### src/rtl/booth_mult_seq.sv
// booth_mult_seq: iterative radix-4 Booth multiplier with signed/unsigned mode.
//   The multiplicand is Booth-encoded. The multiplier is selected and shifted for each digit.
//   DPC digits are retired per cycle.
// Ports:
//   clk, rst                    clock; synchronous active-high reset
//   in_valid/in_ready           operand handshake (accepted only in IDLE)
//   in_mltpcd, in_mltplr        operands, WIDTH bits each
//   in_signed                   1 = two's-complement operands, 0 = unsigned
//   out_valid/out_ready         result handshake
//   out_product                 2*WIDTH-bit product, held stable while out_valid
module booth_mult_seq #(
    parameter int WIDTH = 64,
    parameter int DPC   = 1
) (
    input  logic                 clk,
    input  logic                 rst,
    input  logic                 in_valid,
    output logic                 in_ready,
    input  logic [WIDTH-1:0]     in_mltpcd,
    input  logic [WIDTH-1:0]     in_mltplr,
    input  logic                 in_signed,
    output logic                 out_valid,
    input  logic                 out_ready,
    output logic [2*WIDTH-1:0]   out_product
);

    localparam int EW   = WIDTH + 2;
    localparam int ND   = EW / 2;
    localparam int NCYC = (ND + DPC - 1) / DPC;
    localparam int AW   = 2*WIDTH + 2;
    // The counter overshoots ND by up to DPC-1 after the last CALC cycle.
    localparam int CW   = $clog2(NCYC*DPC + 1);
    // Zero padding above the operand keeps every digit window in range,
    // including windows past the last real digit.
    localparam int AXW  = EW + 1 + 4*DPC;

    localparam logic [1:0] S_IDLE = 2'd0;
    localparam logic [1:0] S_CALC = 2'd1;
    localparam logic [1:0] S_DONE = 2'd2;

    localparam logic [AW-1:0] ONE_AW = AW'(1);

    logic [1:0]         state_q, state_d;
    logic [EW-1:0]      a_q, a_d;
    logic [EW-1:0]      m_q, m_d;
    logic [AW-1:0]      acc_q, acc_d;
    logic [CW-1:0]      cnt_q, cnt_d;
    logic [2*WIDTH-1:0] prod_q, prod_d;
    logic               vld_q, vld_d;

    logic [AXW-1:0]     a_x;
    logic [AW-1:0]      m_ext;
    logic [AW-1:0]      pp;
    logic [AW-1:0]      pp_sum;
    logic [2:0]         dig;
    int                 k;

    // Sum of the DPC shifted partial products for digits cnt_q .. cnt_q+DPC-1.
    always_comb begin
        a_x    = {{(AXW-EW-1){1'b0}}, a_q, 1'b0};     // a[-1] = 0
        m_ext  = {{(AW-EW){m_q[EW-1]}}, m_q};
        pp_sum = '0;
        pp     = '0;
        dig    = 3'b000;
        k      = 0;
        for (int j = 0; j < DPC; j++) begin
            k   = int'(cnt_q) + j;
            dig = (k < ND) ? a_x[2*k +: 3] : 3'b000;
            case (dig)
                3'b001, 3'b010: pp = m_ext;
                3'b011:         pp = m_ext << 1;
                3'b100:         pp = ~(m_ext << 1) + ONE_AW;
                3'b101, 3'b110: pp = ~m_ext + ONE_AW;
                default:        pp = '0;
            endcase
            pp_sum = pp_sum + (pp << (2*k));
        end
    end

    always_comb begin
        state_d = state_q;
        a_d     = a_q;
        m_d     = m_q;
        acc_d   = acc_q;
        cnt_d   = cnt_q;
        prod_d  = prod_q;
        vld_d   = vld_q;
        case (state_q)
            S_IDLE: begin
                if (in_valid) begin
                    a_d     = {{2{in_signed & in_mltpcd[WIDTH-1]}}, in_mltpcd};
                    m_d     = {{2{in_signed & in_mltplr[WIDTH-1]}}, in_mltplr};
                    acc_d   = '0;
                    cnt_d   = '0;
                    state_d = S_CALC;
                end
            end
            S_CALC: begin
                // Once every digit is retired, spend one cycle capturing the result.
                if (int'(cnt_q) >= ND) begin
                    prod_d  = acc_q[2*WIDTH-1:0];
                    vld_d   = 1'b1;
                    state_d = S_DONE;
                end else begin
                    acc_d = acc_q + pp_sum;
                    cnt_d = cnt_q + CW'(DPC);
                end
            end
            S_DONE: begin
                if (out_ready) begin
                    vld_d   = 1'b0;
                    state_d = S_IDLE;
                end
            end
            default: state_d = S_IDLE;
        endcase
    end

    always_ff @(posedge clk) begin
        if (rst) begin
            state_q <= S_IDLE;
            a_q     <= '0;
            m_q     <= '0;
            acc_q   <= '0;
            cnt_q   <= '0;
            prod_q  <= '0;
            vld_q   <= 1'b0;
        end else begin
            state_q <= state_d;
            a_q     <= a_d;
            m_q     <= m_d;
            acc_q   <= acc_d;
            cnt_q   <= cnt_d;
            prod_q  <= prod_d;
            vld_q   <= vld_d;
        end
    end

    assign in_ready    = (state_q == S_IDLE);
    assign out_valid   = vld_q;
    assign out_product = prod_q;

endmodule

### config.mk
export PLATFORM = sky130hd
export DESIGN_NAME = booth_mult_seq
export DESIGN_NICKNAME = d
export VERILOG_FILES = /design/src/rtl/booth_mult_seq.sv
export SDC_FILE = /design/constraint.sdc
export NUM_CORES = 2
export LEC_CHECK = 0
export BUFFER_PORTS_ARGS = -buffer_cell sky130_fd_sc_hd__buf_2
export CORE_ASPECT_RATIO = 0.9
export CORE_MARGIN = 2
export CORE_UTILIZATION = 45
export CTS_BUF_LIST = sky130_fd_sc_hd__clkbuf_8
export DETAILED_ROUTE_END_ITERATION = 16
export PLACE_DENSITY = 0.73
export REMOVE_ABC_BUFFERS = 1
export SYNTH_ARGS = -nofsm -noshare
export SYNTH_HDL_FRONTEND = slang
export SYNTH_SLANG_ARGS = --single-unit
export TNS_END_PERCENT = 1
### constraint.sdc
create_clock -name clk -period 10.46 [get_ports clk]
set_input_delay 0 -clock clk [delete_from_list [all_inputs] [get_ports clk]]
set_output_delay 0 -clock clk [all_outputs]
set_load 0.03 [all_outputs]
After elaboration in Yosys (flattened, before gate mapping) --
Cells that the tools add are included.
Storage, ports and cells: register bits after elaboration 397, input port bits 133, output and inout port bits 130
Operators by class: add/sub/neg operators 4, $lt $le $gt $ge 2, eq/ne operators 12, shift-type cells 2, muxes and demuxes 15, bitwise gates (word level) 4, reduce and logical (&&, ||, !) cells 10
Operator list (count):
- case mux 130 bit (4 select lines) | 1
- adder 130 x 1 -> 130 bit (second input constant) | 2
- 2-to-1 mux 130 bit | 2
- NOT 130 bit | 2
- case mux 130 bit (2 select lines) | 1
- adder 130 bit | 1
- << shifter 130 x 7 -> 130 bit | 1
- indexed part select 71 x 8 -> 3 bit | 1
- 2-to-1 mux 6 bit | 2
- case mux 6 bit (2 select lines) | 1
- == test 3 bit (second input constant) | 3
- AND reduction 3 bit | 3
- != test 2 bit (second input constant) | 4
- adder 6 x 1 -> 6 bit (second input constant) | 1
- == test 3 x 2 -> 1 bit (second input constant) | 2
- greater-or-equal comparator 6 bit (second input constant) | 1
- less-than comparator 6 bit (second input constant) | 1
- 2-to-1 mux 2 bit | 3
- case mux 2 bit (3 select lines) | 1
- AND reduction 2 bit | 2
- nonzero test 2 bit | 2
- OR reduction 2 bit | 2
- == test 3 x 1 -> 1 bit (second input constant) | 1
- 2-to-1 mux 3 bit | 1
- other kinds (6) | 8

Logic depth before layout (Yosys ltp) --
word-level depth 9, gate-level depth with buffers 42, gate-level depth less buffers 31

Worst setup path before layout --
No wires, ideal clock.
path kind register -> register, start point register cnt_q[0], end point register acc_q[127], library setup time 0.123 ns, arrival 8.563 ns, data required time 10.337 ns, path slack 1.774 ns, stages on the path, launching flop included 40, clock period less this slack 8.686 ns, path through dfxtp_1 > buf_2 > buf_4 > buf_2 > inv_2 > buf_1 > clkbuf_1 > buf_1 > ha_1 > nor3b_1 > nand4_1 > nand2_1 > and3b_1 > clkbuf_1 > xnor2_2 > buf_2 > buf_2 > o221ai_1 > [... 4 more ...] > inv_1 > o21ai_0 > nor2_1 > ha_1 > clkbuf_1 > nand4_1 > or4_1 > o21ai_0 > a221oi_1 > o41ai_1 > a21oi_1 > a21oi_1 > nand4_1 > o31ai_1 > a311oi_1 > xor2_1 > a21oi_1 > o22ai_1
Between the ends: longest elaborated chain between the ends 9
Ends and longest elaborated chain:
- start, declared | RTL line 47 | logic [CW-1:0] cnt_q, cnt_d;
- start signal, assigned | RTL line 133 | cnt_q <= cnt_d;
- indexed part select 71 x 8 -> 3 bit / less-than comparator 6 bit (equally long branches) | RTL line 68 | dig = (k < ND) ? a_x[2*k +: 3] : 3'b000;
- 2-to-1 mux 3 bit | RTL line 68
- == test 3 bit (tied with other cells) | RTL line 69 | case (dig)
- OR reduction 2 bit | RTL line 69
- case mux 130 bit (4 select lines) | RTL line 69
- << shifter 130 x 7 -> 130 bit | RTL line 76 | pp_sum = pp_sum + (pp << (2*k));
- adder 130 bit | RTL line 105 | acc_d = acc_q + pp_sum;
- 2-to-1 mux 130 bit | RTL line 100 | if (int'(cnt_q) >= ND) begin
- case mux 130 bit (2 select lines) | RTL line 88 | case (state_q)
- end signal, assigned | RTL line 124 | acc_q <= '0;
- end signal, assigned | RTL line 132 | acc_q <= acc_d;
- end, declared | RTL line 46 | logic [AW-1:0] acc_q, acc_d;
Several ways; a longest one is shown, not always the timed one. The select of a mux whose other input is x is not followed. A chain may end at the register's enable or synchronous reset.

Final worst setup path --
start point register m_q[0], end point register acc_q[127]
Between the ends: longest elaborated chain between the ends 7
Ends and longest elaborated chain:
- start, declared | RTL line 45 | logic [EW-1:0] m_q, m_d;
- start signal, assigned | RTL line 131 | m_q <= m_d;
- NOT 130 bit, on equally long branches | RTL line 73, 72
- adder 130 x 1 -> 130 bit, on equally long branches | RTL line 73, 72
- case mux 130 bit (4 select lines) (*) | RTL line 69
- << shifter 130 x 7 -> 130 bit (*) | RTL line 76
- adder 130 bit (*) | RTL line 105
- 2-to-1 mux 130 bit (*) | RTL line 100
- case mux 130 bit (2 select lines) (*) | RTL line 88
Every way passes the cells marked *; elsewhere a longest branch is shown, timed or not. The select of a mux whose other input is x is not followed.

==> run_results.csv <==
group,metric,value,unit
pwr,pwr_density_cell,121,nW/um2
clock_network,ctsLongestPathBuffers,3,
pwr,leakage_power_of_the_design,0.0153,uW
critical_path,critPathArrivalTime,10320,ps
final_layout,final_layout_size_suffix_gt1_share,12.4,%
clock_network,cts_buffers,71,
final_layout,layout.cell_area.non_filler,36600,um2
critical_path,largest_stage_delay_on_the_critical_path,910,ps
final_layout,layout_filler_cell_count,6696,
clock_network,clock-root-buffer,"clkbuf_8",
routing,routed_via_density,6.22,
synthesis,synth_top_cells_by_area,"dfxtp_1, nand2_1, a21oi_1",
timing,layout_setup_ws,721,ps
synthesis,synthTopCellsByCount,"nand2_1, a21oi_1, dfxtp_1",
flow_run,max_cap_violations,0,
clock_network,cts.clk_slew.worst_paths,60,ps
synthesis,most_numerous_cell_in_the_yosys_netlist,"nand2_1",
critical_path,crit-reg2reg-capture,"acc_q[127]",
synthesis,synth-seq-cells,395,
final_layout,area_of_combinational_cells_with_multiple_inputs,21900,um2
floorplanning,die_width,282,um
routing,drt_iter0_drc,4101,
final_layout,sequential_cell_area,7920,um2
synthesis,cell_taking_the_most_area_after_synthesis,"dfxtp_1",
timing,maxSlewHeadroom,14.4,%
global_routing,number_of_global_route_vias_before_repair,32500,
critical_path,worstReg2RegStart,"m_q[0]",
floorplanning,core_region_area,68800,um2
synthesis,netlist-cell-type-count,96,
synthesis,yosysSeqAreaShare,25.2,%
final_layout,finalNonFillerCells,5633,
min_path,holdCritPathClass,"in2reg",
final_layout,areaGrowthSynthToFinish,16.6,%
timing,tns,0,ps
floorplanning,dieHeight,255,um
routing,drt-pass1-iter-count,8,
routing,via_total_after_detailed_routing,35000,
clock_network,numClockSinks,395,
timing,hold_vio_cnt_final,0,
global_routing,globalRoute.totalOverflow,0,
synthesis,synth_enable_flop_cells,0,
clock_network,cts_hold_fix_bufs,206,
final_layout,layout.nets,4925,
synthesis,async_flop_share,0,%
clock_network,htreeDepth,3,
synthesis,count_of_mapped_cells_out_of_synthesis,4400,
place,finalWeightedCongestion,1.01,
floorplanning,number_of_placement_rows,91,
global_routing,grt_pass1_wl,190,mm
place,numPlacedInstances,5309,
routing,detailed_route_wl,125,mm
critical_path,crit_fanout,14,
timing,worst_pin_slew,1280,ps
critical_path,critical_path_required,11040,ps
critical_path,start_kind,"register",
critical_path,worst_path_most_repeated_cell,"a21oi_1",
min_path,worstHoldStart,"in_mltplr[40]",
place,placed_cell_area,33100,um2
timing,clock-skew-final,47.7,ps
floorplanning,initial_cell_density_of_the_core,45.6,%
global_routing,grtUsageTotal,33.5,%
place,portBuffers,262,
clock_network,postCtsSetupRepairBufs,0,
floorplanning,pin_count,263,
min_path,hold_depth,4,
synthesis,synth.top_cell.area_share,25.2,%
synthesis,synthFlopType,"dfxtp_1",
pwr,peakVddDrop,0.0866,mV
timing,setup_viol,0,
timing,clock.fmax,103,MHz
final_layout,finalCoreUtilization,53.2,%
synthesis,yosysWarningCount,0,
clock_network,cts.repair.resized,0,
synthesis,synth_area,31400,um2
min_path,hold-path-endpoint,"m_q[40]",
synthesis,syn_area_per_cell,7.13,um2
clock_network,clock_tree_from_tritoncts,"yes",
routing,postRouteAntennaNets,0,
timing,min_period_over_period,93.1,%
floorplanning,fp.dieArea,71900,um2
critical_path,setup.reg_to_reg.worst_slack,720,ps
routing,drc,0,
critical_path,worstSetupEndpointType,"register",
critical_path,worstRegToRegCells,30,
timing,final.min_clock_period,9740,ps
clock_network,clk-insertion-delay-late,680,ps
place,place.detailed.hpwl,89.3,mm
status,run_status,"completed",
timing,max_slew_violation_total_from_the_final_report,0,
place,pre_cts_ws,1140,ps
timing,grt_setup_unrepaired,"false",
critical_path,worst-setup-path-type,"reg2reg",
critical_path,crit_slowest_cell,"nor4_1",
routing,final_routed_wire_length_divided_by_cell_count,22.1,um
global_routing,largest_net_degree_at_the_start_of_global_routing,125,
global_routing,initial_antenna_violation_count,4,
==> critical path: cells and delay by family, from the launching register on <==
| kind | cells | cell delay, ps |
|---|---|---|
| adder cells (fa/ha/maj) | 2 | 590 |
| buffers and inverters | 1 | 110 |
| flip-flops | 1 | 440 |
| XOR/XNOR | 2 | 400 |
| multiplexers | 3 | 630 |
| AO/OA/AOI/OAI | 16 | 4690 |
| AND/OR/NAND/NOR | 6 | 2760 |
==> routing by layer <==
layer	vias up	routed length [um]	global-route usage (%)	share of wire [%]
li1	16400	-	-	-
met1	16500	52500	45.5	42
met2	1919	55600	53.4	45
met3	285	11900	5.78	9.6
met4	2	4650	12.1	3.7
met5	-	10	0	0.0080
==> through the flow <==
stage	hold slack (ps)	total power, uW
2_1_floorplan	69.1	2400
3_3_place_gp	240	2810
3_5_place_dp	246	2810
4_1_cts	74.8	4400
5_1_grt	133	4610
6_report	111	4440
==> how the worst max path moves through the flow <==
stage	startpoint	end	slack, ps	cells past startpoint
after floorplan	cnt_q[1]	acc_q[83]	-1740	30
after global placement	cnt_q[0]	acc_q[87]	1250	32
after detailed placement	cnt_q[1]	acc_q[127]	1140	28
after CTS	cnt_q[1]	acc_q[127]	1090	28
after global routing	m_q[0]	acc_q[127]	180	30
final	m_q[0]	acc_q[127]	720	30
==> cells in the final DEF, fill, tap and decap left out, types with 77 or more instances in the layout <==
cell type | synthesis | layout
nand2_1 | 866 | 865
a21oi_1 | 635 | 635
dfxtp_1 | 395 | 389
nor2_1 | 295 | 294
buf_2 | 35 | 261
o21ai_0 | 242 | 242
dlygate4sd3_1 | 0 | 206
ha_1 | 133 | 133
nand3_1 | 132 | 132
mux2i_1 | 122 | 122
a21o_1 | 117 | 117
xnor2_1 | 101 | 100
nor3_1 | 89 | 89
clkbuf_8 | 0 | 82
inv_1 | 64 | 77
==> cell type report <==
class	count	share of cell area, %
antenna	2	0.0137
sequential	395	21.6
clock inverter	34	0.872
inverter	69	0.708
tap	930	3.18
timing repair buffer	538	10.7
multi-input combinational	3583	59.8
clock buffer	82	3.08
==> sequential cells by signal (all words and copies together) (netlist names) <==
signal and flops:
m_q 65, cnt_q 6, state_q 2, acc_q 128, out_product 128, out_valid 1, a_q 65
==> logic make-up (layout without fill, tap and decap cells) <==
group                    after synthesis  after routing  share of synthesized area [%]
AO/OA/AOI/OAI                       1379           1379                           26.6
XOR/XNOR                             164            164                           4.60
adder cells (fa/ha/maj)              134            134                           5.36
buffers and inverters                422            723                           5.27
flip-flops                           395            395                           25.2
multiplexers                         217            217                           9.04
other                                  0              2                              0
AND/OR/NAND/NOR                     1689           1689                           24.0
==> report_power, final <==
part | total [uW] | internal, uW | switching (uW)
registers | 1640 | 1560 | 81.4
clock network | 1540 | 860 | 684
logic | 1250 | 457 | 794
Power figures use the tool's default switching activity.
